[src/rtl/mdseq_pkg.sv]
// Shared definitions for the multiply/divide sequencer: state encoding, op codes, default step counts.
package mdseq_pkg;

  typedef enum logic [2:0] {
    S_IDLE = 3'd0,
    S_LOAD = 3'd1,
    S_RUN  = 3'd2,
    S_FIX  = 3'd3,
    S_DONE = 3'd4
  } state_t;

  localparam logic OP_MUL = 1'b0;
  localparam logic OP_DIV = 1'b1;

  localparam int MUL_STEPS_DEF = 13;
  localparam int DIV_STEPS_DEF = 26;
  localparam int CNT_W_DEF     = 5;

endpackage

[src/rtl/mdseq_arb.sv]
// Two-way request arbiter, one-hot grant. Fixed priority to requester 0 unless
// MDSEQ_ROUND_ROBIN_EN is defined, which adds a 1-bit round-robin pointer.
module mdseq_arb (
`ifdef MDSEQ_ROUND_ROBIN_EN
  input  logic       clk,
  input  logic       rst_n,
  input  logic       xfer,
`endif
  input  logic [1:0] valid,
  output logic [1:0] grant
);

`ifdef MDSEQ_ROUND_ROBIN_EN
  // ptr names the requester preferred on a tie; it moves to the loser on every transfer
  logic ptr;

  always_ff @(posedge clk) begin
    if (!rst_n) begin
      ptr <= 1'b0;
    end else if (xfer) begin
      ptr <= grant[0];
    end
  end
`endif

  always_comb begin
    grant = 2'b00;
    case (valid)
      2'b01:   grant = 2'b01;
      2'b10:   grant = 2'b10;
`ifdef MDSEQ_ROUND_ROBIN_EN
      2'b11:   grant = ptr ? 2'b10 : 2'b01;
`else
      2'b11:   grant = 2'b01;
`endif
      default: grant = 2'b00;
    endcase
  end

endmodule

[src/rtl/md_sequencer.sv]
// Multiply/divide controller: arbitrates two requesters, then LOAD, N gated steps, FIXUP, result hold until ACK.
// Tie-break is fixed priority by default, round-robin with MDSEQ_ROUND_ROBIN_EN defined.
module md_sequencer
  import mdseq_pkg::*;
#(
  parameter int MUL_STEPS = MUL_STEPS_DEF,
  parameter int DIV_STEPS = DIV_STEPS_DEF,
  parameter int CNT_W     = CNT_W_DEF
) (
  input  logic             CLK,
  input  logic             RESETN,
  input  logic             STEP_EN,
  input  logic [1:0]       REQ_VALID,
  input  logic [1:0]       REQ_OP,
  output logic [1:0]       REQ_READY,
  output logic             GNT_ID,
  output logic             OP_DIV,
  output logic             LD_OPS,
  output logic             MSTEP,
  output logic             DSTEP,
  output logic             FIXUP,
  input  logic             DIV_ZERO,
  output logic [CNT_W-1:0] STEP_CNT,
  output logic             BUSY,
  output logic             RES_VALID,
  output logic             RES_ERR,
  input  logic             RES_ACK
);

  localparam logic [CNT_W-1:0] MUL_LAST = CNT_W'(MUL_STEPS - 1);
  localparam logic [CNT_W-1:0] DIV_LAST = CNT_W'(DIV_STEPS - 1);
  localparam logic [CNT_W-1:0] CNT_ONE  = CNT_W'(1);

  state_t           state_q, state_d;
  logic [CNT_W-1:0] cnt_q, cnt_d;
  logic             op_q, op_d;
  logic             id_q, id_d;
  logic             err_q, err_d;
  logic [1:0]       grant;
  logic             idle;
  logic             xfer;

  assign idle = (state_q == S_IDLE);
  assign xfer = idle & (|grant);

  mdseq_arb u_arb (
`ifdef MDSEQ_ROUND_ROBIN_EN
    .clk   (CLK),
    .rst_n (RESETN),
    .xfer  (xfer),
`endif
    .valid (REQ_VALID),
    .grant (grant)
  );

  always_ff @(posedge CLK) begin
    if (!RESETN) begin
      state_q <= S_IDLE;
      cnt_q   <= '0;
      op_q    <= 1'b0;
      id_q    <= 1'b0;
      err_q   <= 1'b0;
    end else begin
      state_q <= state_d;
      cnt_q   <= cnt_d;
      op_q    <= op_d;
      id_q    <= id_d;
      err_q   <= err_d;
    end
  end

  always_comb begin
    state_d = state_q;
    cnt_d   = cnt_q;
    op_d    = op_q;
    id_d    = id_q;
    err_d   = err_q;
    case (state_q)
      S_IDLE: begin
        if (xfer) begin
          id_d    = grant[1];
          op_d    = REQ_OP[grant[1]];
          err_d   = 1'b0;
          state_d = S_LOAD;
        end
      end
      S_LOAD: begin
        if (op_q == mdseq_pkg::OP_DIV && DIV_ZERO) begin
          err_d   = 1'b1;
          state_d = S_DONE;
        end else begin
          cnt_d   = (op_q == mdseq_pkg::OP_DIV) ? DIV_LAST : MUL_LAST;
          state_d = S_RUN;
        end
      end
      S_RUN: begin
        // the step taken at count zero is the last one, so N strobes in total
        if (STEP_EN) begin
          if (cnt_q == '0) state_d = S_FIX;
          else             cnt_d   = cnt_q - CNT_ONE;
        end
      end
      S_FIX:   state_d = S_DONE;
      S_DONE:  if (RES_ACK) state_d = S_IDLE;
      default: state_d = S_IDLE;
    endcase
  end

  assign REQ_READY = idle ? grant : 2'b00;
  assign GNT_ID    = id_q;
  assign OP_DIV    = op_q;
  assign LD_OPS    = (state_q == S_LOAD);
  assign MSTEP     = (state_q == S_RUN) & STEP_EN & (op_q == OP_MUL);
  assign DSTEP     = (state_q == S_RUN) & STEP_EN & (op_q == mdseq_pkg::OP_DIV);
  assign FIXUP     = (state_q == S_FIX);
  assign STEP_CNT  = cnt_q;
  assign BUSY      = !idle;
  assign RES_VALID = (state_q == S_DONE);
  assign RES_ERR   = (state_q == S_DONE) & err_q;

endmodule

[config.mk]
export PLATFORM = sky130hd
export DESIGN_NAME = md_sequencer
export DESIGN_NICKNAME = d
export VERILOG_FILES = /design/src/rtl/mdseq_pkg.sv /design/src/rtl/mdseq_arb.sv /design/src/rtl/md_sequencer.sv
export SDC_FILE = /design/constraint.sdc
export NUM_CORES = 1
export LEC_CHECK = 0
export CELL_PAD_IN_SITES_DETAIL_PLACEMENT = 1
export CELL_PAD_IN_SITES_GLOBAL_PLACEMENT = 1
export CORE_ASPECT_RATIO = 1.25
export CORE_MARGIN = 8
export CORE_UTILIZATION = 27
export CTS_CLUSTER_DIAMETER = 200
export DETAILED_ROUTE_END_ITERATION = 16
export HOLD_SLACK_MARGIN = 0.08
export PLACE_DENSITY = 0.74
export SLEW_MARGIN = 5
export SYNTH_ARGS = -nofsm -noshare
export SYNTH_HDL_FRONTEND = slang
export SYNTH_SLANG_ARGS = --single-unit
export TNS_END_PERCENT = 10
[constraint.sdc]
create_clock -name CLK -period 1.4 [get_ports CLK]
set_input_delay 0.28 -clock CLK [delete_from_list [all_inputs] [get_ports CLK]]
set_output_delay 0.28 -clock CLK [all_outputs]
set_load 0.05 [all_outputs]
==> results.json <==
{
  "outcome": "finished with violations",
  "violations": "negative setup slack",
  "holdCritPathClass": "reg -> reg",
  "path_buf_inv": 3,
  "synthesis.instances": 78,
  "wl_um": 2713,
  "design.die.area_mm2": 0.004314,
  "synth_seq_area_share_pct": 33.15,
  "yosysUniqueCellTypes": 35,
  "wl_met1_um": 962,
  "arrival_ps": 1410,
  "synth_nets": 88,
  "rows": 20,
  "vias": 792,
  "critical_path.cell_chain": "buf_6 > nor3_4 > inv_4 > nor3b_4 > buf_12",
  "holdPathEnd": "err_q$_SDFFE_PN0P_",
  "htreeDepth": 1,
  "maxSlewViolCount": 0,
  "wl_met3_um": 135,
  "max-vdd-ir-drop_uv": 532.9,
  "leakage_nw": 0.5668,
  "start_util_pct": 27.95,
  "wl_per_cell_um": 16.96,
  "hold_start": "err_q$_SDFFE_PN0P_",
  "layout.nets": 138,
  "slowest_stage": "dfxtp_2",
  "worstReg2RegEnd": "STEP_CNT[2]$_SDFFE_PN0P_",
  "syn_avg_cell_area_um2": 8.518,
  "fin_crit_ps": 1693,
  "setup_violations": 13,
  "wl_met2_um": 1541,
  "cts_buffer_depth": 2,
  "grt_overflow": 0,
  "drive_gt1_share_pct": 53.54,
  "gp_congestion": 0.8384,
  "core_area_mm2": 0.002377,
  "slew_headroom_pct": 77.22,
  "cts_inserted_buffers": 3,
  "max_freq_mhz": 590.7,
  "ant_nets": 0,
  "fin_skew_ps": 1.289,
  "required_ps": 1120,
  "synthesis.area_um2": 664.4,
  "powerDensity_mw_per_mm2": 1112,
  "syn2layout_area_growth_pct": 110.9,
  "cts_tree": "built",
  "antenna_found_initial": 0,
  "critPathMaxFanout": 4,
  "top_layer": "met4",
  "first_iter_violations": 7,
  "slowest_delay_ps": 350,
  "critPathCaptureType": "output port",
  "grtUsageTotal_pct": 13.89,
  "hpwl_um": 2218,
  "grt_pass1_wl_um": 4491,
  "die-height_um": 71.46,
  "utilization_pct": 58.95,
  "cp-start-kind": "register",
  "holdPathStages": 2,
  "max_cap_viol_count": 0,
  "cts_hold_buf": 0,
  "finalCritPeriodShare_pct": 120.9,
  "pin_count": 25,
  "final_common_cell": "buf_4",
  "n_fill_cell": 249,
  "path_delay_family": "simple AND/OR/NAND/NOR gates",
  "crit_type": "reg -> out",
  "clk_latency_ps": 270,
  "cts_setup_buffers": 0,
  "pre_cts_slack_ps": -308.9,
  "drc": 0,
  "rrSetupSlack_ps": -110,
  "diodes": 0,
  "rsz0062_at_grt": "true",
  "post_drt_via_cell_ratio": 4.950,
  "final-hold-violation-count": 0,
  "path_clk_slew_ps": 80,
  "die_x_um": 60.37,
  "r2r_cells": 7,
  "mostFrequentLayoutCells": "24 x buf_4, 16 x buf_12, 8 x clkdlybuf4s50_1, 5 x dfxtp_1, 5 x dfxtp_2",
  "grt_pass1_vias": 901,
  "firstDrtPassIters": 2,
  "synth-seq-cells": 11,
  "worstMarginPinSlew_ps": 340.3,
  "yosysWarnings": 0,
  "cts.sinks": 11,
  "reg2reg_from": "STEP_CNT[1]$_SDFFE_PN0P_",
  "grt_max_degree": 11,
  "io_buffers": 24,
  "clockRootBuffer": "clkbuf_4",
  "fin_ws_ps": -293.0
}
-- worst max-delay path by stage --
stage / from / endpoint / cells after the start
CTS: state_q[0]$_SDFFE_PN0P_ / REQ_READY[1] / 5
floorplan: state_q[2]$_SDFFE_PN0P_ / REQ_READY[1] / 4
global placement: STEP_EN / STEP_CNT[3]$_SDFFE_PN0P_ / 5
finish: state_q[0]$_SDFFE_PN0P_ / REQ_READY[1] / 5
global route: state_q[0]$_SDFFE_PN0P_ / REQ_READY[1] / 5
detailed placement: STEP_EN / STEP_CNT[3]$_SDFFE_PN0P_ / 5
-- kinds of logic (layout without fill, tap and decap cells) --
| kind of cell | count (synthesis) | in the layout | share of synthesized area, % |
|---|---|---|---|
| adder cells (fa/ha/maj) | 1 | 1 | 1.883 |
| AND/OR/NAND/NOR | 31 | 31 | 31.26 |
| flip-flops | 11 | 11 | 33.14 |
| buffers and inverters | 11 | 60 | 7.157 |
| multiplexers | 1 | 1 | 1.507 |
| XOR/XNOR | 1 | 1 | 1.319 |
| AO/OA/AOI/OAI | 22 | 22 | 23.73 |
-- layer usage --
metal  GRT usage, %  up-vias
met3          2.688        8
li1               -      380
met1          13.11      381
met2          25.95       23
met5              0        -
met4          8.245        0
-- metrics by stage --
| step | TNS [ps] | cells | hold slack [ps] | cell area, um^2 | power (W) |
|---|---|---|---|---|---|
| after global placement | -1943 | 156 | 532.0 | 1336 | 0.001271 |
| after detailed placement | -2441 | 156 | 546.2 | 1336 | 0.001309 |
| after floorplan | -1221 | 78 | 419.9 | 740.7 | 0.0008511 |
| after CTS | -2400 | 160 | 566.9 | 1399 | 0.001572 |
| final | -2151 | 160 | 567.4 | 1401 | 0.001558 |
| after global routing | -2972 | 160 | 585.9 | 1401 | 0.001634 |
-- synth_stat cells --
| library cell | n | share of area [%] |
|---|---|---|
| a211oi_1 | 1 | 1.1 |
| a21boi_1 | 2 | 2.3 |
| a21oi_1 | 4 | 3.0 |
| a22oi_1 | 2 | 2.3 |
| a31oi_1 | 1 | 0.94 |
| and2_1 | 3 | 2.8 |
| and2b_1 | 1 | 1.1 |
| and3b_1 | 1 | 1.3 |
| buf_2 | 2 | 1.5 |
| buf_4 | 1 | 1.1 |
| clkbuf_1 | 2 | 1.1 |
| dfxtp_1 | 11 | 33 |
| ha_1 | 1 | 1.9 |
| inv_1 | 6 | 3.4 |
| mux2i_1 | 1 | 1.5 |
| nand2_1 | 2 | 1.1 |
| nand4bb_1 | 1 | 1.7 |
| nor2_1 | 6 | 3.4 |
| nor2b_1 | 4 | 3.8 |
| nor3_1 | 2 | 1.5 |
| nor3b_1 | 6 | 6.8 |
| nor4b_1 | 1 | 1.3 |
| nor4b_2 | 1 | 2.3 |
| o21a_1 | 2 | 2.3 |
| o21ai_0 | 4 | 3.0 |
| o221a_1 | 1 | 1.7 |
| o221ai_1 | 1 | 1.3 |
| o22ai_2 | 1 | 1.9 |
| o31a_1 | 1 | 1.3 |
| o31ai_1 | 1 | 1.1 |
| o32a_1 | 1 | 1.5 |
| or3b_2 | 1 | 1.3 |
| or3b_4 | 1 | 1.7 |
| or4_1 | 1 | 1.1 |
| xnor2_1 | 1 | 1.3 |
-- tightest hold or removal path: stages, from the launching register on --
cell and delay, ps:
dfxtp_1 350, a22oi_1 80, nor2b_1 100
-- sequential cells by signal, indices dropped and copies added (netlist names) --
register,cells
GNT_ID,1
OP_DIV,1
STEP_CNT,5
err_q,1
state_q,3
-- power breakdown --
group / internal, W / switching, W
Sequential: 0.000352 / 0.0000574
Combinational: 0.000466 / 0.000453
Clock: 0.000111 / 0.000119
-- timing repair --
item	in CTS	in global routing
pin swaps	3	4
gates cloned	0	0
endpoints found under the setup margin	15	15
gates resized for setup	13	1
-- final cells by class --
cell class | count | area, um^2 | share of cell area (%)
Clock buffer | 4 | 26.28 | 1.875
Inverter | 6 | 27.53 | 1.964
Multi-Input combinational cell | 56 | 473.0 | 33.75
Sequential cell | 11 | 230.2 | 16.43
Tap cell | 33 | 41.29 | 2.946
Timing Repair Buffer | 50 | 603.1 | 43.04
No activity file was read; power rests on OpenSTA's default activity.
